## src/rtl/sqr_ctrl_pkg.sv

```systemverilog
// Shared types and datapath constants for the iterative modular-squaring sequencer.
package sqr_ctrl_pkg;

  localparam int NUM_DIGITS = 130;
  localparam int DIGIT_W    = 16;
  localparam int ACC_W      = 19;

  typedef enum logic [2:0] {
    ST_IDLE,
    ST_LOAD,
    ST_RUN,
    ST_DONE,
    ST_CKPT
  } ctrl_state_e;

endpackage

```

## src/rtl/sqr_phase_gen.sv

```systemverilog
// Phase counter for one squaring iteration: one-hot stage enables, accumulate strobe, wrap pulse.
module sqr_phase_gen
  import sqr_ctrl_pkg::*;
#(
  parameter int PIPE_LAT = 3
) (
  input  logic                clk,
  input  logic                rst_n,
  input  logic                run_en_i,
  input  logic                clr_i,
  output logic [PIPE_LAT-1:0] stage_en_o,
  output logic                accum_en_o,
  output logic                wrap_o
);

  localparam int PH_W = (PIPE_LAT > 1) ? $clog2(PIPE_LAT) : 1;

  logic [PH_W-1:0] phase_q, phase_d;
  logic            last_phase;

  assign last_phase = (phase_q == PH_W'(PIPE_LAT - 1));

  always_comb begin
    phase_d = phase_q;
    if (clr_i) begin
      phase_d = '0;
    end else if (run_en_i) begin
      phase_d = last_phase ? '0 : phase_q + PH_W'(1);
    end
  end

  always_ff @(posedge clk or negedge rst_n) begin
    if (!rst_n) phase_q <= '0;
    else        phase_q <= phase_d;
  end

  assign stage_en_o = run_en_i ? ({{(PIPE_LAT-1){1'b0}}, 1'b1} << phase_q) : '0;
  assign accum_en_o = run_en_i & last_phase;
  assign wrap_o     = run_en_i & last_phase;

endmodule

```

## src/rtl/sqr_iter_ctrl.sv

```systemverilog
// Sequencer for the iterative squaring datapath: job handshake, T iterations of PIPE_LAT steps, result handshake.
// Optional checkpoint pause every 2^CKPT_SHIFT iterations when ITER_CHECKPOINT_EN is defined.
module sqr_iter_ctrl
  import sqr_ctrl_pkg::*;
#(
  parameter int PIPE_LAT   = 3,
  parameter int ITER_W     = 64,
  parameter int CKPT_SHIFT = 20
) (
  input  logic                clk,
  input  logic                rst_n,
  input  logic                start_valid,
  output logic                start_ready,
  input  logic [ITER_W-1:0]   t_in,
  input  logic                abort,
  output logic                load_en,
  output logic                sq_in_sel,
  output logic [PIPE_LAT-1:0] stage_en,
  output logic                accum_en,
  output logic                busy,
  output logic [ITER_W-1:0]   iter_cnt,
  output logic                result_valid,
  input  logic                result_ready,
  output logic                ckpt_valid,
  input  logic                ckpt_ack
);

  ctrl_state_e       state_q, state_d;
  logic [ITER_W-1:0] iter_cnt_q, iter_cnt_d;
  logic [ITER_W-1:0] t_reg_q, t_reg_d;
  logic [ITER_W-1:0] iter_inc;
  logic              run_en, wrap;

  assign run_en   = (state_q == ST_RUN);
  assign iter_inc = iter_cnt_q + ITER_W'(1);

  sqr_phase_gen #(
    .PIPE_LAT (PIPE_LAT)
  ) u_phase (
    .clk        (clk),
    .rst_n      (rst_n),
    .run_en_i   (run_en),
    .clr_i      (!run_en),
    .stage_en_o (stage_en),
    .accum_en_o (accum_en),
    .wrap_o     (wrap)
  );

  always_comb begin
    state_d    = state_q;
    iter_cnt_d = iter_cnt_q;
    t_reg_d    = t_reg_q;
    load_en    = 1'b0;
    sq_in_sel  = 1'b0;
    case (state_q)
      ST_IDLE: begin
        if (start_valid) begin
          t_reg_d    = t_in;
          iter_cnt_d = '0;
          state_d    = ST_LOAD;
        end
      end
      ST_LOAD: begin
        load_en = 1'b1;
        state_d = (t_reg_q == '0) ? ST_DONE : ST_RUN;
      end
      ST_RUN: begin
        sq_in_sel = 1'b1;
        if (wrap) begin
          iter_cnt_d = iter_inc;
          if (iter_inc == t_reg_q) begin
            state_d = ST_DONE;
          end
`ifdef ITER_CHECKPOINT_EN
          else if (iter_inc[CKPT_SHIFT-1:0] == '0) begin
            state_d = ST_CKPT;
          end
`endif
        end
      end
      ST_DONE: begin
        if (result_ready) state_d = ST_IDLE;
      end
`ifdef ITER_CHECKPOINT_EN
      ST_CKPT: begin
        if (ckpt_ack) state_d = ST_RUN;
      end
`endif
      default: state_d = ST_IDLE;
    endcase
    // Cancel outranks every other transition, including a start offered in the same cycle.
    if (abort) begin
      state_d    = ST_IDLE;
      iter_cnt_d = iter_cnt_q;
      t_reg_d    = t_reg_q;
    end
  end

  always_ff @(posedge clk or negedge rst_n) begin
    if (!rst_n) begin
      state_q    <= ST_IDLE;
      iter_cnt_q <= '0;
      t_reg_q    <= '0;
    end else begin
      state_q    <= state_d;
      iter_cnt_q <= iter_cnt_d;
      t_reg_q    <= t_reg_d;
    end
  end

  assign start_ready  = (state_q == ST_IDLE);
  assign busy         = (state_q != ST_IDLE);
  assign result_valid = (state_q == ST_DONE);
  assign iter_cnt     = iter_cnt_q;

`ifdef ITER_CHECKPOINT_EN
  assign ckpt_valid = (state_q == ST_CKPT);
`else
  logic unused_ckpt;
  assign unused_ckpt = ckpt_ack ^ (CKPT_SHIFT == 0);
  assign ckpt_valid  = 1'b0;
`endif

endmodule

```

## config.mk

```make
export PLATFORM = sky130hd
export DESIGN_NAME = sqr_iter_ctrl
export DESIGN_NICKNAME = d
export VERILOG_FILES = /design/src/rtl/sqr_ctrl_pkg.sv /design/src/rtl/sqr_phase_gen.sv /design/src/rtl/sqr_iter_ctrl.sv
export SDC_FILE = /design/constraint.sdc
export NUM_CORES = 1
export LEC_CHECK = 0
export ABC_AREA = 1
export CORE_AREA = 5 5 171 140
export DETAILED_ROUTE_END_ITERATION = 10
export DIE_AREA = 0 0 176 145
export PLACE_DENSITY = 0.77
export SYNTH_ARGS = -nofsm -noshare
export SYNTH_HDL_FRONTEND = slang
export SYNTH_SLANG_ARGS = --single-unit
```

## constraint.sdc

```tcl
create_clock -name clk -period 2.1 [get_ports clk]
set_clock_uncertainty 0.15 [all_clocks]
set_input_delay 0.42 -clock clk [delete_from_list [all_inputs] [get_ports clk]]
set_output_delay 0.42 -clock clk [all_outputs]
set_load 0.02 [all_outputs]
```

## Word level (Yosys, flattened, before mapping)

Index checks and enable logic that the tools add are counted.

- Bits in registers: 133
- Latch bits: 0
- Bits in writable memories: 0
- ROM bits: 0
- Input port bits: 70
- Output and inout bits: 74
- Logic and storage cells: 42
- Memories: 0

- Add/sub/neg operators: 2
- $mul: 0
- Divide/modulo/power cells: 0
- Order comparisons: 0
- Equality and inequality tests: 11
- Shift-type cells: 1
- Multiplexer cells: 15
- Bitwise gates (word level): 2
- Reductions and logical operators: 7

Operator list:

| cell | number |
|---|---|
| $mux 64 | 2 |
| $pmux 64 s2 | 1 |
| $add 64x1->64 const B | 1 |
| $eq 64x64->1 | 1 |
| $logic_not 64->1 | 1 |
| $mux 3 | 6 |
| $pmux 3 s4 | 1 |
| $reduce_and 4->1 | 2 |
| $eq 3x2->1 const B | 2 |
| $ne 3x2->1 const B | 2 |
| $ne 3x3->1 const B | 2 |
| $mux 2 | 2 |
| $ne 2x2->1 const B | 2 |
| $eq 3x1->1 const B | 1 |
| $logic_not 3->1 | 1 |
| $mux 1 | 3 |
| $reduce_and 3->1 | 1 |
| $reduce_bool 3->1 | 1 |
| $shl 1x2->3 const A | 1 |
| $add 2x1->2 const B | 1 |
| $eq 2x2->1 const B | 1 |
| $reduce_bool 2->1 | 1 |
| $and 1x1->1 | 1 |
| $not 1->1 | 1 |

## Depth between registers and ports, before layout

Gate-level depths: netlist of run 1.

- Depth in word-level cells: 6
- Depth in mapped cells: 21
- Gate-level depth less buffers: 21

## By module

Synthesis of run 1 repeated with hierarchy kept, for this count alone.

- Cell total of the unflattened synthesis: 1336
- Area, all modules: 8879.8 µm²

By module, submodules not included:

| module | times used | cells each | area an instance (µm²) |
|---|---|---|---|
| sqr_iter_ctrl | 1 | 1318 | 8757.1 |
| sqr_phase_gen | 1 | 18 | 122.6 |

## Least setup slack after synthesis of run 1

Ideal clock, no wire load.

- Path type: flip-flop to flip-flop
- From: reg state_q[0]
- To: reg state_q[0]
- Setup time: 117 ps
- Arrival time: 2447 ps
- Data required time: 1833 ps
- Setup slack: -614 ps
- Stages on the path, launching flop included: 21
- Buffers on the path: 1
- Period minus slack after synthesis: 2714 ps
- Cell sequence: dfrtp_1 inv_1 ha_1 buf_2 inv_1 nor2_1 nand3_1 nor2_1 nand2_1 nor2_1 nand2_1 nor2_1 nand2_1 nor2_1 nand2_1 nor2_1 nand3_1 nand2_1 nand2_1 nand2_1 nand2_1

- Word-level cells in the longest chain between the ends: 4

Ends and longest elaborated chain:

| element | RTL line | RTL |
|---|---|---|
| from (decl) | sqr_iter_ctrl.sv:28 | `ctrl_state_e state_q, state_d;` |
| from (signal assigned) | sqr_iter_ctrl.sv:105 | `state_q <= state_d;` |
| $eq 3x2->1 | sqr_iter_ctrl.sv:34 | `assign run_en = (state_q == ST_RUN);` |
| $and 1x1->1 | -- |  |
| named net accum_en | sqr_iter_ctrl.sv:19 | `output logic accum_en,` |
| $ne 3x3->1 (no line) | -- |  |
| $reduce_and 4->1 (no line) | -- |  |

The timed path passes the listed nets, and every way through them passes these cells.
A chain may end at the register's enable or synchronous reset.

## Worst setup path in the final report of run 1

- From: reg iter_cnt_q[12], in the netlist iter_cnt[12]
- To: reg state_q[1]

- Word-level cells in the longest chain between the ends: 4

Ends and longest elaborated chain:

| element | RTL line | RTL |
|---|---|---|
| from (decl) | sqr_iter_ctrl.sv:29 | `logic [ITER_W-1:0] iter_cnt_q, iter_cnt_d;` |
| from (signal assigned) | sqr_iter_ctrl.sv:106 | `iter_cnt_q <= iter_cnt_d;` |
| $add 64x1->64 | sqr_iter_ctrl.sv:35 | `assign iter_inc = iter_cnt_q + ITER_W'(1);` |
| $eq 64x64->1 | sqr_iter_ctrl.sv:71 | `if (iter_inc == t_reg_q) begin` |
| $ne 3x3->1 (no line) | -- |  |
| $reduce_and 4->1 (no line) | -- |  |

No other way between the ends.

==> results of run 1 <==
critical path, stage by stage (launching register included):
cell and delay [ns]:
dfrtp_1 0.43, nand2_1 0.14, nor2_1 0.23, nand2_1 0.19, nor2_8 0.24, buf_12 0.15
nand2_8 0.07, xnor3_2 0.32, nor2_2 0.14, nand2_2 0.08, nor2_2 0.12, nand2_2 0.08
nor2_4 0.11, nand3_2 0.10, nand2_2 0.12, nand2_2 0.06, nand2_1 0.09, nand2_1 0.05
power groups by stage:
stage / Combinational (µW) / Sequential, µW / Clock [µW]
after floorplan: 2040 / 3680 / 0
after global placement: 3560 / 3780 / 0
after detailed placement: 3640 / 3810 / 0
after CTS: 3760 / 3780 / 3220
after global routing: 4600 / 3880 / 3330
final: 4360 / 3820 / 3230
metrics by stage:
| stage | power, µW | setup TNS [ns] | util (%) | area [µm²] |
|---|---|---|---|---|
| floorplan | 5720 | -0.525 | - | 8780 |
| global placement | 7340 | -5.01 | 57.7 | 12700 |
| detailed placement | 7440 | -7.71 | 57.7 | 12700 |
| CTS | 10800 | -1.48 | 61.7 | 13600 |
| global route | 11800 | -4.16 | 65.5 | 14500 |
| finish | 11400 | -2.54 | 65.5 | 14500 |
state kept, by name (all words and copies together) (netlist names):
register         cells
iter_cnt            64
t_reg_q             64
u_phase.phase_q      2
state_q              2
per-layer routing:
| metal | up-vias | wire length (µm) | part of all wire (%) |
|---|---|---|---|
| met2 | 649 | 17700 | 43 |
| met4 | 2 | 1250 | 3.0 |
| met5 | - | 43 | 0.11 |
| met1 | 5032 | 17200 | 42 |
| met3 | 102 | 4740 | 12 |
| li1 | 4820 | - | - |
cell families (layout without fill, tap and decap cells):
group / Yosys count / after routing / synth area share, %
buf+inv: 165 / 650 / 7.34
mux: 25 / 25 / 3.25
compound gates: 120 / 120 / 7.72
other cells: 1 / 1 / 0.0433
simple gates: 690 / 690 / 34.3
xor+xnor: 50 / 50 / 8.43
fa+ha+maj: 5 / 5 / 0.723
flops: 132 / 132 / 38.2
cell usage in the layout (no fill, tap or decap), drive strengths merged, types with 2 or more instances in the layout:
cell / netlist / routed
inv: 136 / 142
dlymetal6s2s: 0 / 2
nand3b: 4 / 4
dlygate4sd2: 0 / 61
buf: 8 / 342
clkbuf: 19 / 25
a21oi: 41 / 41
clkdlybuf4s50: 0 / 68
clkinv: 2 / 5
o21ai: 28 / 28
bufinv: 0 / 3
nor2: 201 / 201
xor3: 2 / 2
nand4: 22 / 22
mux2: 25 / 25
nand3: 93 / 93
xor2: 28 / 28
ha: 5 / 5
nor4: 18 / 18
nor3: 5 / 5
xnor3: 19 / 19
o22ai: 50 / 50
and2: 3 / 3
nand2: 344 / 344
dfrtp: 132 / 132
cell type report:
cell class / count / area [µm²] / area share [%]
Multi-Input combinational cell: 891 / 5450 / 37.7
Sequential cell: 132 / 3310 / 22.9
Clock inverter: 13 / 173 / 1.19
Tap cell: 280 / 350 / 2.42
Inverter: 138 / 531 / 3.67
Clock buffer: 19 / 443 / 3.06
Timing Repair Buffer: 480 / 4210 / 29.1
worst paths after layout:
| kind | startpoint | endpoint | slack (ns) | cells past startpoint |
|---|---|---|---|---|
| worst max-delay path | iter_cnt[12]$_DFFE_PN0P_ | state_q[1]$_DFFE_PN0P_ | -0.91 | 17 |
| worst min-delay path | rst_n | t_reg_q[13]$_DFFE_PN0P_ | 0.31 | 2 |
| worst max register to register | iter_cnt[12]$_DFFE_PN0P_ | state_q[1]$_DFFE_PN0P_ | -0.91 | 17 |
| worst min register to register | u_phase.phase_q[0]$_DFF_PN0_ | u_phase.phase_q[0]$_DFF_PN0_ | 0.33 | 1 |
| max in group asynchronous | rst_n | state_q[1]$_DFFE_PN0P_ | 0.78 | 3 |
| min in group clk | u_phase.phase_q[0]$_DFF_PN0_ | u_phase.phase_q[0]$_DFF_PN0_ | 0.33 | 1 |
repair_timing:
action,4_1_cts,5_1_grt
hold endpoints to repair,32,0
setup buffers,13,19
pin swaps,21,40
hold buffers,1,0
endpoints found under the setup margin,110,70
gates resized for setup,165,146
gates cloned,1,9
==> flow_metrics.tcl, run 1 <==
set metrics [dict create \
    clock_sinks 132 \
    globalRouteMet2Util_pct 44.0 \
    via_count 10600 \
    initial_core_util_pct 39.2 \
    rows 49 \
    use_met3_pct 6.14 \
    synth_top_flop_cell "dfrtp_1" \
    area_growth_pct 67.1 \
    crit_path_start_kind "register" \
    async_reset_ff_share_pct 100 \
    ant_nets 0 \
    clkPwrFrac_pct 28.3 \
    synth.most_common_cell "nand2_1" \
    nFillCells 1827 \
    holdCritPathClass "input port to asynchronous set/reset pin" \
    clock_path_buffers 2 \
    fin_crit_ns 3.01 \
    slew_headroom_pct 63.8 \
    ir_drop_v 0.000763 \
    worst_hold_slack_ns 0.309 \
    critPathMaxFanout 4 \
    p_leak_uw 0.00694 \
    synth_area_leaders "dfrtp_1 38%, nand2_1 15%, nor2_1 8.0%" \
    power_frac_comb_pct 38.2 \
    p_int_uw 7240 \
    finalCritPeriodShare_pct 143 \
    endpoint_kind "register" \
    clock_latency_ns 0.44 \
    syn-num-nets 1263 \
    violations "setup timing" \
    setup_viol 12 \
    ys_ff_latch 132 \
    cts_tree "done" \
    grt_max_degree 41 \
    drt_iter0_markers 1383 \
    die-area_um2 25500 \
    drv_cap 0 \
    swShare_pct 36.6 \
    seqPwrFrac_pct 33.5 \
    synth_edf_count 0 \
    yosysTopAreaCell "dfrtp_1" \
    synth.avg_cell_area_um2 7.29 \
    ys_seq_area_share_pct 38.2 \
    grt_first_pass_wirelength_um 58000 \
    crit_required_ns 2.28 \
    grt_pass1_vias 10000 \
    viasPerCell 5.43 \
    wl_per_cell_um 21.0 \
    path_clk_slew_ns 0.07 \
    core_um2 22100 \
    cts_buffers 17 \
    drive_above_1_share_pct 34.8 \
    synth.top_cell.area_share_pct 38.2 \
    die_w_um 176 \
    antenna_found_initial 0 \
    grtUsageMet1_pct 43.9 \
    worst_pin_slew_ns 0.539 \
    instances_no_fill 1953 \
    finalHoldViolCount 0 \
    die_h_um 145 \
    gp_congestion 1.04 \
    ys_warn_count 0 \
    drt-total-wl_um 40900 \
    overflow 0 \
    status "complete, but fails checks" \
    slew_violations 0 \
    htree_levels 4 \
    rsz0062_at_grt "yes" \
    powerDensity_nw_per_um2 788 \
    finalNetCount 1735 \
    grt.busiest_layer "met2" \
    drc 0 \
    root_buffer "clkbuf_16" \
    dpl.cell_count 1880 \
    synth_cell_type_count 37 \
    power_switching_uw 4170 \
    grtUsageTotal_pct 29.4 \
    timing.critical_path.arrival_ns 3.19 \
    port-buffer-count 141 \
    fmax_mhz 332 \
    pin_count 144 \
    layout_setup_ws_ns -0.912 \
    netlist_area_um2 8660 \
    synth_common_cells "336 x nand2_1, 184 x nor2_1, 132 x dfrtp_1, 132 x inv_1, 91 x nand3_1" \
    hpwlAfterDp_um 29800 \
    synth_cells 1188 \
    diodes 0 \
    drt_pre_antenna_iters 7 \
    critical_path_class "register to register" \
    dp_worst_setup_slack_ns -0.947 \
]
Power figures use the tool's default switching activity.
==> run 2, diff against run 1 <==
--- a/config.mk
+++ b/config.mk
@@ -13,3 +13,4 @@
 export SYNTH_ARGS = -nofsm -noshare
 export SYNTH_HDL_FRONTEND = slang
 export SYNTH_SLANG_ARGS = --single-unit
+export TNS_END_PERCENT = 10
==> run 2 against run 1 <==
Net effect:
- the flow still finishes with violations (setup timing)
- critical path depth up 2
- final area decreased by 3.1%
- wire length shrank 5.1%
- first-iteration DRC count down 14%
- sequential power about the same
- clock power about the same
- die area did not move
- critical path type unchanged
- largest power group unchanged
==> flow_metrics.tcl, run 2 (synthesized netlist as in run 1, its figures left out) <==
set metrics [dict create \
    status "complete, but fails checks" \
    violations "setup timing" \
    drv_cap 0 \
    ir_drop_v 0.000791 \
    rows 49 \
    port-buffer-count 141 \
    crit_required_ns 2.33 \
    clock_latency_ns 0.44 \
    fmax_mhz 347 \
    overflow 0 \
    grt_first_pass_wirelength_um 57400 \
    seqPwrFrac_pct 34.7 \
    clock_sinks 132 \
    rsz0062_at_grt "yes" \
    via_count 10400 \
    endpoint_kind "register" \
    die_w_um 176 \
    mostFrequentLayoutCell "buf_4" \
    timing.critical_path.arrival_ns 3.10 \
    fin_crit_ns 2.88 \
    finalNetCount 1723 \
    drc 0 \
    slew_headroom_pct 63.6 \
    rrSetupSlack_ns -0.78 \
    clock_path_buffers 2 \
    critPathMaxFanout 4 \
    layout_setup_ws_ns -0.779 \
    power_uw 11000 \
    powerDensity_nw_per_um2 782 \
    finalHoldViolCount 0 \
    viasPerCell 5.36 \
    grt_max_degree 60 \
    diodes 0 \
    antenna_found_initial 0 \
    root_buffer "clkbuf_16" \
    r2r_start "iter_cnt[10]$_DFFE_PN0P_" \
    path_clk_slew_ns 0.06 \
    drt-total-wl_um 38900 \
    setup_viol 10 \
    p_int_uw 7000 \
    r2r_end "state_q[1]$_DFFE_PN0P_" \
    area_growth_pct 62.0 \
    grt_pass1_vias 9945 \
    critical_path_class "register to register" \
    pin_count 144 \
    slew_violations 0 \
    die-area_um2 25500 \
    worst_hold_slack_ns 0.310 \
    worst_pin_slew_ns 0.541 \
    grtUsageTotal_pct 29.2 \
    gp_congestion 1.04 \
    crit_path_start_kind "register" \
    drt_iter0_markers 1193 \
    drive_above_1_share_pct 33.8 \
    cts_tree "done" \
    reg2reg_depth 19 \
    clkPwrFrac_pct 29.4 \
    finalCritPeriodShare_pct 137 \
    die_h_um 145 \
    ant_nets 0 \
    cts_buffers 17 \
    holdCritPathClass "input port to asynchronous set/reset pin" \
    dp_worst_setup_slack_ns -0.947 \
    swShare_pct 36.2 \
    core_um2 22100 \
    hpwlAfterDp_um 29800 \
    power_switching_uw 3970 \
    htree_levels 4 \
    drt_pre_antenna_iters 6 \
    initial_core_util_pct 39.2 \
    wl_per_cell_um 20.0 \
    power_frac_comb_pct 35.9 \
    most-common-layout-cells "318 x buf_4, 300 x nand2_1, 134 x nor2_1, 127 x inv_1, 125 x dfrtp_1" \
    p_leak_uw 0.00675 \
]
==> run 2: changes by cell type in the layout (fill, tap and decap cells not counted), moves of 5 or more <==
cell / delta
buf_4: +16
buf_6: -7
clkbuf_16: -5
dlygate4sd2_1: -12
nand2_2: +5
nor2_1: +5
o22ai_1: +19
o22ai_2: -18
==> run 2: power by group through the flow <==
stage               Combinational, µW  Clock [µW]  Sequential, µW
floorplan                        2040           0            3680
CTS                              3700        3220            3780
global route                     4180        3330            3870
global placement                 3560           0            3780
detailed placement               3640           0            3810
finish                           3930        3220            3810
==> run 2: worst max-delay path by stage <==
stage / startpoint / to / slack [ns] / cells after the start
CTS: iter_cnt[0]$_DFFE_PN0P_ / state_q[0]$_DFFE_PN0P_ / -0.70 / 18
floorplan: iter_cnt[0]$_DFFE_PN0P_ / state_q[1]$_DFFE_PN0P_ / -0.26 / 20
global route: iter_cnt[9]$_DFFE_PN0P_ / state_q[1]$_DFFE_PN0P_ / -0.88 / 18
detailed placement: iter_cnt[37]$_DFFE_PN0P_ / state_q[0]$_DFFE_PN0P_ / -0.95 / 20
global placement: iter_cnt[27]$_DFFE_PN0P_ / state_q[1]$_DFFE_PN0P_ / -0.97 / 19
finish: iter_cnt[10]$_DFFE_PN0P_ / state_q[1]$_DFFE_PN0P_ / -0.78 / 19
==> run 2: metal layers <==
layer | track usage [%] | wire length [µm] | vias up
li1 | - | - | 4803
met1 | 43.7 | 17000 | 4974
met2 | 43.7 | 17000 | 565
met3 | 6.03 | 4140 | 58
met4 | 6.12 | 717 | 0
met5 | 0 | 0 | -
==> run 2: stage by stage <==
stage | instances | cell area [µm²] | TNS (ns) | utilization, %
2_1_floorplan | 1188 | 8780 | -0.525 | -
3_3_place_gp | 1880 | 12700 | -5.01 | 57.7
3_5_place_dp | 1880 | 12700 | -7.71 | 57.7
4_1_cts | 1924 | 13500 | -1.56 | 61.3
5_1_grt | 1941 | 14000 | -2.95 | 63.5
6_report | 1941 | 14000 | -2.03 | 63.5
==> run 2: worst max-delay path, cell delays in order, from the launching register on <==
cell     delay (ns)
dfrtp_1        0.38
nand2_1        0.13
nor2_1         0.28
nand2_1        0.14
nor2_4         0.19
nand2_2        0.09
inv_2          0.13
nand3_1        0.13
nand2_1        0.14
nand2_1        0.08
nand2_1        0.06
nand2_1        0.09
nor2_1         0.10
nand3_1        0.09
nor2_2         0.13
nand3_2        0.13
nand2_2        0.12
buf_4          0.11
nand3_1        0.05
nand2_1        0.08
==> run 2: area by class of cell <==
type	instances	area [µm²]
Fill cell	1916	8050
Timing Repair Buffer	468	3940
Clock inverter	13	173
Multi-Input combinational cell	891	5280
Inverter	138	531
Clock buffer	19	443
Tap cell	280	350
Sequential cell	132	3310
==> run 2: timing repair <==
action	in CTS	in global routing
endpoints found under the setup margin	110	72
hold buffers	1	0
gates resized for setup	154	112
hold endpoints to repair	32	0
setup buffers	11	16
gates cloned	0	2
pin swaps	19	41
